## config.mk

```make
export PLATFORM = sky130hd
export DESIGN_NAME = mem_access_unit
export DESIGN_NICKNAME = d
export VERILOG_FILES = /design/src/rtl/mem_access_unit.sv
export SDC_FILE = /design/constraint.sdc
export NUM_CORES = 1
export LEC_CHECK = 0
export ABC_AREA = 1
export BUFFER_PORTS_ARGS = -buffer_cell sky130_fd_sc_hd__buf_4
export CORE_MARGIN = 10
export CORE_UTILIZATION = 45
export CTS_CLUSTER_SIZE = 14
export DETAILED_ROUTE_END_ITERATION = 7
export GPL_ROUTABILITY_DRIVEN = 1
export PLACE_DENSITY = 0.75
export SLEW_MARGIN = 20
export SYNTH_ARGS = -nofsm -noshare
export SYNTH_HDL_FRONTEND = slang
export SYNTH_SLANG_ARGS = --single-unit
```

## constraint.sdc

```tcl
create_clock -name clk -period 4 [get_ports clk]
set_input_delay 0.6 -clock clk [delete_from_list [all_inputs] [get_ports clk]]
set_output_delay 0.6 -clock clk [all_outputs]
set_load 0.03 [all_outputs]
```

## src/rtl/mem_access_unit.sv

```systemverilog
// Memory-stage front end: one outstanding load/store, word-addressed bus with byte mask.
// Optional MISALIGN_TRAP_EN: misaligned halves/words complete at once with out_misalign set.
module mem_access_unit (
  input  logic        clk,
  input  logic        rst,
  input  logic        in_valid,
  output logic        in_ready,
  input  logic        in_we,
  input  logic [31:0] in_addr,
  input  logic [31:0] in_wdata,
  input  logic [1:0]  in_size,
  input  logic [2:0]  in_ld_sel,
  input  logic [4:0]  in_rd,
  output logic        mem_req,
  output logic        mem_we,
  output logic [31:0] mem_addr,
  output logic [31:0] mem_wdata,
  output logic [3:0]  mem_wmask,
  input  logic        mem_gnt,
  input  logic        mem_rvalid,
  input  logic [31:0] mem_rdata,
  output logic        out_valid,
  input  logic        out_ready,
  output logic [31:0] out_rdata,
  output logic [1:0]  out_byte_offset,
  output logic [2:0]  out_ld_sel,
  output logic [4:0]  out_rd,
  output logic        out_is_store,
  output logic        out_misalign
);

  typedef enum logic [1:0] {
    IDLE = 2'd0,
    REQ  = 2'd1,
    WAIT = 2'd2,
    RESP = 2'd3
  } state_t;

  state_t      state_q, state_d;
  logic        we_q, we_d;
  logic [31:0] addr_q, addr_d;
  logic [31:0] wdata_q, wdata_d;
  logic [3:0]  wmask_q, wmask_d;
  logic [31:0] rdata_q, rdata_d;
  logic [1:0]  off_q, off_d;
  logic [2:0]  ld_sel_q, ld_sel_d;
  logic [4:0]  rd_q, rd_d;
  logic        misalign_q, misalign_d;

  logic        is_byte, is_half;
  logic [1:0]  off_raw, off_eff;
  logic        mis;
  logic [31:0] lane_wdata;
  logic [3:0]  lane_mask;

  // Lane steering of the incoming access; size 3 falls through to word.
  always_comb begin
    is_byte = (in_size == 2'd0);
    is_half = (in_size == 2'd1);
    off_raw = in_addr[1:0];
`ifdef MISALIGN_TRAP_EN
    mis     = (is_half && off_raw[0]) || (!is_byte && !is_half && (off_raw != 2'd0));
    off_eff = off_raw;
`else
    mis     = 1'b0;
    if (is_byte)      off_eff = off_raw;
    else if (is_half) off_eff = {off_raw[1], 1'b0};
    else              off_eff = 2'd0;
`endif
    if (is_byte) begin
      lane_wdata = {4{in_wdata[7:0]}};
      lane_mask  = 4'b0001 << off_eff;
    end else if (is_half) begin
      lane_wdata = {2{in_wdata[15:0]}};
      lane_mask  = 4'b0011 << off_eff;
    end else begin
      lane_wdata = in_wdata;
      lane_mask  = 4'b1111;
    end
    if (!in_we || mis) lane_mask = 4'b0000;
  end

  always_comb begin
    state_d    = state_q;
    we_d       = we_q;
    addr_d     = addr_q;
    wdata_d    = wdata_q;
    wmask_d    = wmask_q;
    rdata_d    = rdata_q;
    off_d      = off_q;
    ld_sel_d   = ld_sel_q;
    rd_d       = rd_q;
    misalign_d = misalign_q;
    case (state_q)
      IDLE: begin
        if (in_valid) begin
          we_d       = in_we;
          addr_d     = {in_addr[31:2], 2'b00};
          wdata_d    = lane_wdata;
          wmask_d    = lane_mask;
          rdata_d    = 32'd0;
          off_d      = off_eff;
          ld_sel_d   = in_ld_sel;
          rd_d       = in_rd;
          misalign_d = mis;
          // A trapped access never touches the bus.
          state_d    = mis ? RESP : REQ;
        end
      end
      REQ: begin
        if (mem_gnt) state_d = we_q ? RESP : WAIT;
      end
      WAIT: begin
        if (mem_rvalid) begin
          rdata_d = mem_rdata;
          state_d = RESP;
        end
      end
      RESP: begin
        if (out_ready) state_d = IDLE;
      end
      default: state_d = IDLE;
    endcase
  end

  always_ff @(posedge clk or posedge rst) begin
    if (rst) begin
      state_q    <= IDLE;
      we_q       <= 1'b0;
      addr_q     <= 32'd0;
      wdata_q    <= 32'd0;
      wmask_q    <= 4'd0;
      rdata_q    <= 32'd0;
      off_q      <= 2'd0;
      ld_sel_q   <= 3'd0;
      rd_q       <= 5'd0;
      misalign_q <= 1'b0;
    end else begin
      state_q    <= state_d;
      we_q       <= we_d;
      addr_q     <= addr_d;
      wdata_q    <= wdata_d;
      wmask_q    <= wmask_d;
      rdata_q    <= rdata_d;
      off_q      <= off_d;
      ld_sel_q   <= ld_sel_d;
      rd_q       <= rd_d;
      misalign_q <= misalign_d;
    end
  end

  // Every output is a register or a decode of state_q only.
  assign in_ready        = (state_q == IDLE);
  assign mem_req         = (state_q == REQ);
  assign mem_we          = we_q;
  assign mem_addr        = addr_q;
  assign mem_wdata       = wdata_q;
  assign mem_wmask       = wmask_q;
  assign out_valid       = (state_q == RESP);
  assign out_rdata       = rdata_q;
  assign out_byte_offset = off_q;
  assign out_ld_sel      = ld_sel_q;
  assign out_rd          = rd_q;
  assign out_is_store    = we_q;
  assign out_misalign    = misalign_q;

endmodule

```

== Word level (Yosys, flattened, before mapping) ==
Cells that the tools add are included.

* Logic and storage cells: 41
* Input bits: 113
* Output and inout port bits: 116
* Flip-flop bits (word level): 111

* Shift-type cells: 2
* Equality and inequality tests: 8
* Reduce and logical (&&, ||, !) cells: 6
* Multiplexer cells: 16

{| class="wikitable"
|+ Operator list
! cell !! number
|-
| $mux W32 || 4
|-
| $pmux W32 S2 || 1
|-
| $mux W2 || 6
|-
| $mux W4 || 3
|-
| $pmux W2 S4 || 1
|-
| $eq A2 B1 Y1 const B || 2
|-
| $eq A2 B2 Y1 const B || 2
|-
| $logic_not A2 Y1 || 2
|-
| $ne A2 B1 Y1 const B || 2
|-
| $ne A2 B2 Y1 const B || 2
|-
| $reduce_and A4 Y1 || 1
|-
| $shl A1 B2 Y4 const A || 1
|-
| $shl A2 B2 Y4 const A || 1
|-
| $reduce_and A3 Y1 || 1
|-
| $reduce_and A2 Y1 || 1
|-
| $reduce_bool A2 Y1 || 1
|-
| $mux W1 || 1
|}

== Logic depth before layout (Yosys ltp) ==
Gate-level depths: netlist (run 1).

* Word-level depth: 7
* Mapped depth: 9

== Least setup slack after synthesis (run 1) ==
Ideal clock, no wire load.

* Path type: register -> register
* From: register state_q[0]
* To: register wdata_q[14], in the netlist mem_wdata[14]
* Required time: 3.876 ns
* Setup slack: 2.364 ns
* Data arrival time: 1.512 ns
* Library setup time: 0.124 ns
* Buffers on the path: 1
* Stages on the path, launching flop included: 7
* Period minus slack after synthesis: 1.636 ns
* Cells stage by stage: dfrtp_1 > inv_1 > ha_1 > nand2_2 > buf_1 > a21oi_1 > a21oi_1

* Cells in the longest elaborated chain, start to end: 2

{| class="wikitable"
|+ RTL lines
! element !! line !! text
|-
| start, declared || 39 || <nowiki>state_t state_q, state_d;</nowiki>
|-
| start signal, assigned || 139 || <nowiki>state_q <= state_d;</nowiki>
|-
| $logic_not A2 Y1 || - ||
|-
| net in_ready || 7 || <nowiki>output logic in_ready,</nowiki>
|-
| $reduce_and A2 Y1 (no source line) || - ||
|-
| end signal, assigned || 142 || <nowiki>wdata_q <= wdata_d;</nowiki>
|-
| end, declared || 42 || <nowiki>logic [31:0] wdata_q, wdata_d;</nowiki>
|}

The timed path passes the listed nets, and every way through them passes these cells.
A chain may end at the register's enable or synchronous reset.

== Worst setup path in the final report (run 1) ==
* From: register state_q[0]
* To: register addr_q[29], in the netlist mem_addr[29]

* Cells in the longest elaborated chain, start to end: 2

{| class="wikitable"
|+ RTL lines
! element !! line !! text
|-
| $logic_not A2 Y1 || 94 || <nowiki>case (state_q)</nowiki>
|-
| $reduce_and A2 Y1 (no source line) || - ||
|-
| end signal, assigned || 141 || <nowiki>addr_q <= addr_d;</nowiki>
|-
| end, declared || 41 || <nowiki>logic [31:0] addr_q, addr_d;</nowiki>
|}

No other way between the ends.

==> run summary, run 1 <==
number of buffers on the longest clock path: 2
min cycle time layout: 2.21 ns
initial drt markers: 370
TritonCTS clock tree: built
total core area: 10,300 sq um
port bufs: 225
maximum number of pins on one net before global-route repair: 82
count of fill cells added during filler insertion: 879
Final Wtd Congestion: 0.840
count leader, synth: sky130_fd_sc_hd__nand2_1
maximum vdd ir drop: 0.000472 V
total routed wirelength: 15.5 mm
Antenna Violating Nets Remaining: 0
CTS root buf: sky130_fd_sc_hd__clkbuf_8
quantity of gates resized following cts: 0
fraction of the cycle the final worst path needs: 55.3%
Max H-tree Level: 3
Pre-antenna DRT Iters: 7
required time reported for the critical path endpoint: 4.31 ns
worst-path maximum fanout: 43
async set-or-reset flop fraction in the synthesized netlist: 100%
result of the run: complete, no violations
global router's overall resource usage: 19.9%
horizontal extent of the die: 123 microns
number of placed I/O pins: 229
CTS hold repair buffers: 0
distinct cell type count of the synthesized netlist: 21
number of enable-type register cells in the synthesized netlist: 0
fraction of layout cells with a size suffix above 1: 32.4%
antenna cells: 0
critical path endpoint category: flop
MaxCap Viol Count: 0
half-perimeter wire length after placement: 11.7 mm
Power per Cell Area: 851 nW/um^2
routed vias/inst: 5.02
final hold vios: 0
synthesized instance count: 568
mean area per synthesized cell: 8.39 sq um
layout net count: 896
Finished Layout Cells: 918
Clock Sink Count: 111
via count of the routed design: 4,609
yosys synthesis warning count: 0
DP Cell Count: 902
P&R area growth vs syn: 40.8%
Worst EP arrival: 2.52 ns
routed len/inst: 16.9 microns
die outline area: 15,100 sq um
height of the die: 123 microns
Initial Util: 46.2%
transition time of the tightest slew-check pin: 0.820 ns
Post-Route Skew: 0.00744 ns
max incr delay on CP: 0.54 ns
total CTS buffers: 9
netlist area before placement: 4770 sq um
final setup violation count: 0
number of antenna violations at the first check in global routing: 0
total gr overflow: 0
DRC Markers: 0
cell type contributing the most total cell area after synthesis: sky130_fd_sc_hd__dfrtp_1
unrepaired setup endpoints after global routing: no
Max Clk Rate: 0.452 GHz
CP dominant cell by count: sky130_fd_sc_hd__nand2_1
critical path's top delay family: buffers and inverters
CP Launch Type: flop
final setup TNS: 0 ns
worst path buffer plus inverter count: 3
Final Max Slew Viols: 0
Setup Buffers After CTS: 0
proportion of netlist area held by the largest area contributor: 58.3%
most common library cells after synthesis: sky130_fd_sc_hd__nand2_1 (282), sky130_fd_sc_hd__dfrtp_1 (111), sky130_fd_sc_hd__nand3_1 (48)
flip-flop and latch count after synthesis: 111
number of placement rows: 37
clock transition time at the flip-flop clock pins of the worst setup and hold paths: 0.10 ns
leakage power figure: 3.80 nW
kind of critical path: reg2reg
later-pin clock latency in the skew report: 0.36 ns
Worst Hold Class: in2async
wire length of the first global-routing pass: 23.9 mm
cell breakdown of the critical path: inv_1 > ha_1 > nand2_2 > inv_2 > buf_4 > nand2_1 > nand2_1
proportion of synthesized chip area in sequential cells: 58.3%
worst-case headroom to the max-slew limit: 45.1%
cells taking the most area after synthesis: sky130_fd_sc_hd__dfrtp_1 (58%), sky130_fd_sc_hd__nand2_1 (22%), sky130_fd_sc_hd__nand3_1 (5.0%)
slowest stage cell, crit path: sky130_fd_sc_hd__inv_2
vias in the first global route: 4,628
predominant post-synthesis flop cell: sky130_fd_sc_hd__dfrtp_1
layout by cell type, fill, tap and decap left out:
cell type | synthesis | routed
sky130_fd_sc_hd__nor2_1 | 22 | 22
sky130_fd_sc_hd__nor2_8 | 1 | 1
sky130_fd_sc_hd__inv_1 | 13 | 12
sky130_fd_sc_hd__nand3b_1 | 1 | 1
sky130_fd_sc_hd__ha_1 | 6 | 6
sky130_fd_sc_hd__clkbuf_1 | 8 | 2
sky130_fd_sc_hd__clkinv_1 | 1 | 1
sky130_fd_sc_hd__clkbuf_8 | 0 | 10
sky130_fd_sc_hd__clkinv_4 | 0 | 1
sky130_fd_sc_hd__nand3_2 | 2 | 2
sky130_fd_sc_hd__nand2_2 | 1 | 1
sky130_fd_sc_hd__nand3_1 | 48 | 48
sky130_fd_sc_hd__inv_4 | 0 | 1
sky130_fd_sc_hd__nand2_1 | 282 | 282
sky130_fd_sc_hd__buf_4 | 8 | 230
sky130_fd_sc_hd__inv_2 | 3 | 3
sky130_fd_sc_hd__inv_6 | 0 | 1
sky130_fd_sc_hd__o21ai_0 | 9 | 9
sky130_fd_sc_hd__o211ai_4 | 0 | 1
sky130_fd_sc_hd__conb_1 | 1 | 3
sky130_fd_sc_hd__a21oi_1 | 32 | 32
sky130_fd_sc_hd__bufinv_16 | 0 | 2
sky130_fd_sc_hd__dfrtp_1 | 111 | 111
per-stage QoR:
stage	cell area (sq um)	utilization, %	hold WS [ns]	power (mW)	setup slack [ns]
after global placement	6480	62.8	0.455	4.93	1.82
after floorplan	4780	-	0.538	3.81	0.469
after CTS	6710	65.0	0.376	5.78	1.77
final	6710	65.0	0.367	5.71	1.79
after global routing	6710	65.0	0.399	6.10	1.61
after detailed placement	6490	62.9	0.462	5.02	1.79
layer usage:
layer  global-route usage, %  vias up  share of wire [%]
li1                        -     2180                  -
met1                    23.4     2165                 38
met2                    32.2      249                 48
met3                    8.61       15                 13
met4                    6.04        0                1.1
met5                       0        -                  0
report_power, final:
group,switching (mW),leakage (nW),internal (mW)
clock,0.371,0.111,0.375
combinational,2.02,2.30,1.03
sequential,0.300,1.39,1.61
logic make-up after synthesis:
family / after synthesis / share of synthesized area, %
flip-flops: 111 / 58.3
AND/OR/NAND/NOR: 357 / 30.1
adder cells (fa/ha/maj): 6 / 1.57
buffers and inverters: 51 / 5.43
AO/OA/AOI/OAI: 42 / 4.57
other: 1 / 0.0786
cell type report:
cell class	count	area, sq um	share of cell area (%)
multi-input combinational	408	1750	26.0
inverter	17	66.3	0.988
timing repair buffer	230	1730	25.7
clock buffer	12	145	2.16
clock inverter	4	77.6	1.16
tap	136	170	2.54
sequential	111	2780	41.4
state kept, by name, indices dropped and copies added (netlist names), 2 cells and up:
signal,flops
out_ld_sel,3
mem_wdata,32
mem_addr,30
out_rd,5
state_q,2
out_byte_offset,2
out_rdata,32
mem_wmask,4
worst reg2reg max path, stage by stage (launching register included):
cell                      delay (ns)
sky130_fd_sc_hd__dfrtp_1        0.44
sky130_fd_sc_hd__inv_1          0.14
sky130_fd_sc_hd__ha_1           0.30
sky130_fd_sc_hd__nand2_2        0.10
sky130_fd_sc_hd__inv_2          0.54
sky130_fd_sc_hd__buf_4          0.45
sky130_fd_sc_hd__nand2_1        0.11
sky130_fd_sc_hd__nand2_1        0.08
path summary, 6_finish.rpt:
kind	from	endpoint	slack, ns	cells past startpoint
max	state_q[0]$_DFFE_PP0P_	mem_addr[29]$_DFFE_PP0P_	1.79	7
min	rst	out_rdata[25]$_DFFE_PP0P_	0.37	2
max reg2reg	state_q[0]$_DFFE_PP0P_	mem_addr[29]$_DFFE_PP0P_	1.79	7
min reg2reg	out_rdata[10]$_DFFE_PP0P_	out_rdata[10]$_DFFE_PP0P_	0.48	2
max in group asynchronous	rst	mem_addr[8]$_DFFE_PP0P_	2.78	3
min in group clk	in_addr[3]	mem_addr[3]$_DFFE_PP0P_	0.42	3
Power figures use the tool's default switching activity.
==> run 2, diff against run 1 <==
--- a/config.mk
+++ b/config.mk
@@ -5,14 +5,14 @@
 export SDC_FILE = /design/constraint.sdc
 export NUM_CORES = 1
 export LEC_CHECK = 0
-export ABC_AREA = 1
+export ABC_AREA = 0
 export BUFFER_PORTS_ARGS = -buffer_cell sky130_fd_sc_hd__buf_4
 export CORE_MARGIN = 10
 export CORE_UTILIZATION = 45
 export CTS_CLUSTER_SIZE = 14
 export DETAILED_ROUTE_END_ITERATION = 7
 export GPL_ROUTABILITY_DRIVEN = 1
-export PLACE_DENSITY = 0.75
+export PLACE_DENSITY = 0.76
 export SLEW_MARGIN = 20
 export SYNTH_ARGS = -nofsm -noshare
 export SYNTH_HDL_FRONTEND = slang
==> constraint.sdc (replaced) <==
create_clock -name clk -period 2.1 [get_ports clk]
set_input_delay 0.315 -clock clk [delete_from_list [all_inputs] [get_ports clk]]
set_output_delay 0.315 -clock clk [all_outputs]
set_load 0.03 [all_outputs]
==> run 2 against run 1 <==
  * Synthesized cell count is 38% lower
  * Clock power is 82% higher
  * Critical path depth fell by 2
  * Hold slack lost 0.27 ns
  * Non-clock buffer count increased by 3
  * Wire length shrank 11%
  * Count of clock-buffer cells in the layout down 2
  * Largest power group unchanged
==> run summary, run 2 <==
result of the run: complete, no violations
half-perimeter wire length after placement: 11.0 mm (-6.7%)
fraction of the cycle the final worst path needs: 91.0% (+36 points)
final cell utilization of the core: 65.6% (+0.60 points)
cell area after placement: 6460 sq um (-0.37%)
most frequent standard cell in the layout excluding fill and tap cells: sky130_fd_sc_hd__buf_4
number of placed I/O pins: 229 (unchanged)
netlist area before placement: 4640 sq um (-2.7%)
number of enable-type register cells in the synthesized netlist: 0 (unchanged)
critical register-to-register path startpoint: state_q[0]$_DFFE_PP0P_
die outline area: 14,800 sq um (-2.2%)
Multi-input gate area: 1710 sq um (-2.2%)
cells taking the most area after synthesis: sky130_fd_sc_hd__dfrtp_1 (60%), sky130_fd_sc_hd__mux2_2 (9.0%), sky130_fd_sc_hd__a22o_1 (6.0%)
critical path endpoint category: flop
most common library cells after synthesis: sky130_fd_sc_hd__dfrtp_1 (111), sky130_fd_sc_hd__mux2_2 (37), sky130_fd_sc_hd__nand2_1 (35)
Clock Sink Count: 111 (unchanged)
wire length of the first global-routing pass: 21.5 mm (-9.9%)
distinct cell type count of the synthesized netlist: 30 (+43%)
total routed wirelength: 13.8 mm (-11%)
Register-to-Register Path Depth: 5 (-2)
TritonCTS clock tree: built
Worst Hold Class: in2async
Setup Buffers After CTS: 0 (unchanged)
predominant post-synthesis flop cell: sky130_fd_sc_hd__dfrtp_1
async set-or-reset flop fraction in the synthesized netlist: 100% (unchanged)
Power per Cell Area: 1720 nW/um^2 (+100%)
count of fill cells added during filler insertion: 800 (-9.0%)
CTS hold repair buffers: 0 (unchanged)
via count of the routed design: 3,600 (-22%)
max incr delay on CP: 0.56 ns (+0.02 ns)
number of placement rows: 37 (unchanged)
yosys synthesis warning count: 0 (unchanged)
top library cells by usage in the layout, fill and taps aside: sky130_fd_sc_hd__buf_4 (230), sky130_fd_sc_hd__dfrtp_1 (111), sky130_fd_sc_hd__mux2_2 (37)
final setup violation count: 0 (unchanged)
Pre-antenna DRT Iters: 6 (-1)
mean area per synthesized cell: 13.1 sq um (+56%)
Antenna Violating Nets Remaining: 0 (unchanged)
Final Max Slew Viols: 0 (unchanged)
Max Clk Rate: 0.523 GHz (+16%)
DP Cell Count: 700 (-22%)
total core area: 10,200 sq um (-1.3%)
cell type contributing the most total cell area after synthesis: sky130_fd_sc_hd__dfrtp_1
unrepaired setup endpoints after global routing: no
min cycle time layout: 1.91 ns (-0.301 ns)
required time reported for the critical path endpoint: 2.39 ns (-1.92 ns)
port bufs: 225 (unchanged)
antenna cells: 0 (unchanged)
Initial Util: 45.6% (-0.61 points)
total CTS buffers: 9 (unchanged)
total gr overflow: 0 (unchanged)
slowest stage cell, crit path: sky130_fd_sc_hd__nor2_4
worst-path maximum fanout: 32 (-26%)
register area: 2780 sq um (unchanged)
vias in the first global route: 4,004 (-13%)
Finished Layout Cells: 716 (-22%)
clock transition time at the flip-flop clock pins of the worst setup and hold paths: 0.11 ns (about the same)
cell breakdown of the critical path: inv_1 > ha_1 > nand2_1 > nor2_4 > a22o_1
power consumption: 11.5 mW (+100%)
capturing point of the worst reg2reg path: out_rdata[15]$_DFFE_PP0P_
worst setup slack for register-to-register paths: 0.19 ns (-1.60 ns)
Worst EP arrival: 2.21 ns (-0.31 ns)
Final Wtd Congestion: 0.802 (-4.5%)
initial drt markers: 170 (-54%)
worst-case headroom to the max-slew limit: 46.6% (+1.5 points)
proportion of netlist area held by the largest area contributor: 59.8% (+1.6 points)
routed vias/inst: 5.03 (+0.14%)
height of the die: 122 microns (-1.1%)
proportion of synthesized chip area in sequential cells: 59.8% (+1.6 points)
DRC Markers: 0 (unchanged)
Max H-tree Level: 3 (unchanged)
later-pin clock latency in the skew report: 0.36 ns (about the same)
maximum number of pins on one net before global-route repair: 112 (+37%)
CTS root buf: sky130_fd_sc_hd__clkbuf_8
synthesized instance count: 355 (-38%)
maximum vdd ir drop: 0.000874 V (+85%)
final hold vios: 0 (unchanged)
fraction of layout cells with a size suffix above 1: 52.4% (+20 points)
flip-flop and latch count after synthesis: 111 (unchanged)
number of antenna violations at the first check in global routing: 0 (unchanged)
routed len/inst: 19.3 microns (+14%)
global router's overall resource usage: 18.3% (-1.5 points)
final setup TNS: 0 ns (unchanged)
horizontal extent of the die: 122 microns (-1.1%)
layout net count: 694 (-23%)
Post-Route Skew: 0.00973 ns (+0.00230 ns)
kind of critical path: reg2reg
number of buffers on the longest clock path: 2 (unchanged)
MaxCap Viol Count: 0 (unchanged)
cell area after layout: 6680 sq um (-0.43%)
count leader, synth: sky130_fd_sc_hd__dfrtp_1
transition time of the tightest slew-check pin: 0.798 ns (-0.0223 ns)
CP Launch Type: flop
leakage power figure: 3.44 nW (-9.2%)
P&R area growth vs syn: 44.0%
[run 2: timing repair]
action	in CTS	in global routing
endpoints found under the setup margin	32	0
hold endpoints to repair	0	0
gates resized for setup	1	0
[run 2: per-stage QoR]
| stage | hold WS (ns) | worst slack (ns) |
|---|---|---|
| 3_5_place_dp | 0.472 | -0.120 |
| 6_report | 0.0976 | 0.188 |
| 5_1_grt | 0.136 | 0.0309 |
| 3_3_place_gp | 0.463 | 0.0191 |
| 2_1_floorplan | 0.448 | 0.298 |
| 4_1_cts | 0.131 | 0.201 |
[run 2: area by class of cell]
class	instances	area share [%]
repair buffers	233	26.7
clock buffers	10	2.06
clock inverters	6	1.12
inverters	6	0.393
flip-flops and latches	111	41.6
multi-input cells	214	25.6
well taps	136	2.55
[run 2: worst max path at each step]
stage | startpoint | depth (start not counted) | to | slack, ns
floorplan | state_q[0]$_DFFE_PP0P_ | 6 | mem_addr[23]$_DFFE_PP0P_ | 0.30
global placement | state_q[0]$_DFFE_PP0P_ | 5 | out_rdata[26]$_DFFE_PP0P_ | 0.02
detailed placement | state_q[0]$_DFFE_PP0P_ | 5 | out_rdata[8]$_DFFE_PP0P_ | -0.12
CTS | state_q[0]$_DFFE_PP0P_ | 5 | out_rdata[17]$_DFFE_PP0P_ | 0.20
global route | state_q[0]$_DFFE_PP0P_ | 5 | out_rdata[17]$_DFFE_PP0P_ | 0.03
finish | state_q[0]$_DFFE_PP0P_ | 5 | out_rdata[15]$_DFFE_PP0P_ | 0.19
[run 2: critical path, delay by kind of cell, from the launching register on]
family / cells / cell delay (ns)
buffers and inverters: 1 / 0.13
adders and majority gates: 1 / 0.33
and+or+nand+nor: 2 / 0.71
AOI/OAI and AO/OA: 1 / 0.24
DFF: 1 / 0.43
[run 2: where the power goes]
part	internal [mW]	switching, mW	leakage, nW
clock network	0.605	0.758	0.105
registers	3.19	0.610	1.39
logic	2.55	3.78	1.95
total	6.34	5.15	3.44
[run 2: cell families (layout without fill, tap and decap cells)]
kind of cell,after synthesis,after routing,share of synthesized area (%)
DFF,111,111,59.8
other,1,3,0.0808
muxes,71,71,17.4
AOI/OAI and AO/OA,80,80,12.0
and+or+nand+nor,54,54,5.15
buffers and inverters,32,255,3.93
adders and majority gates,6,6,1.62
[run 2: layer usage]
layer / vias up / GRT usage (%) / wire [microns]
li1: 1679 / - / -
met1: 1750 / 19.5 / 5060
met2: 157 / 30.7 / 6850
met5: - / 0 / 0
met3: 14 / 10.9 / 1740
met4: 0 / 4.25 / 168
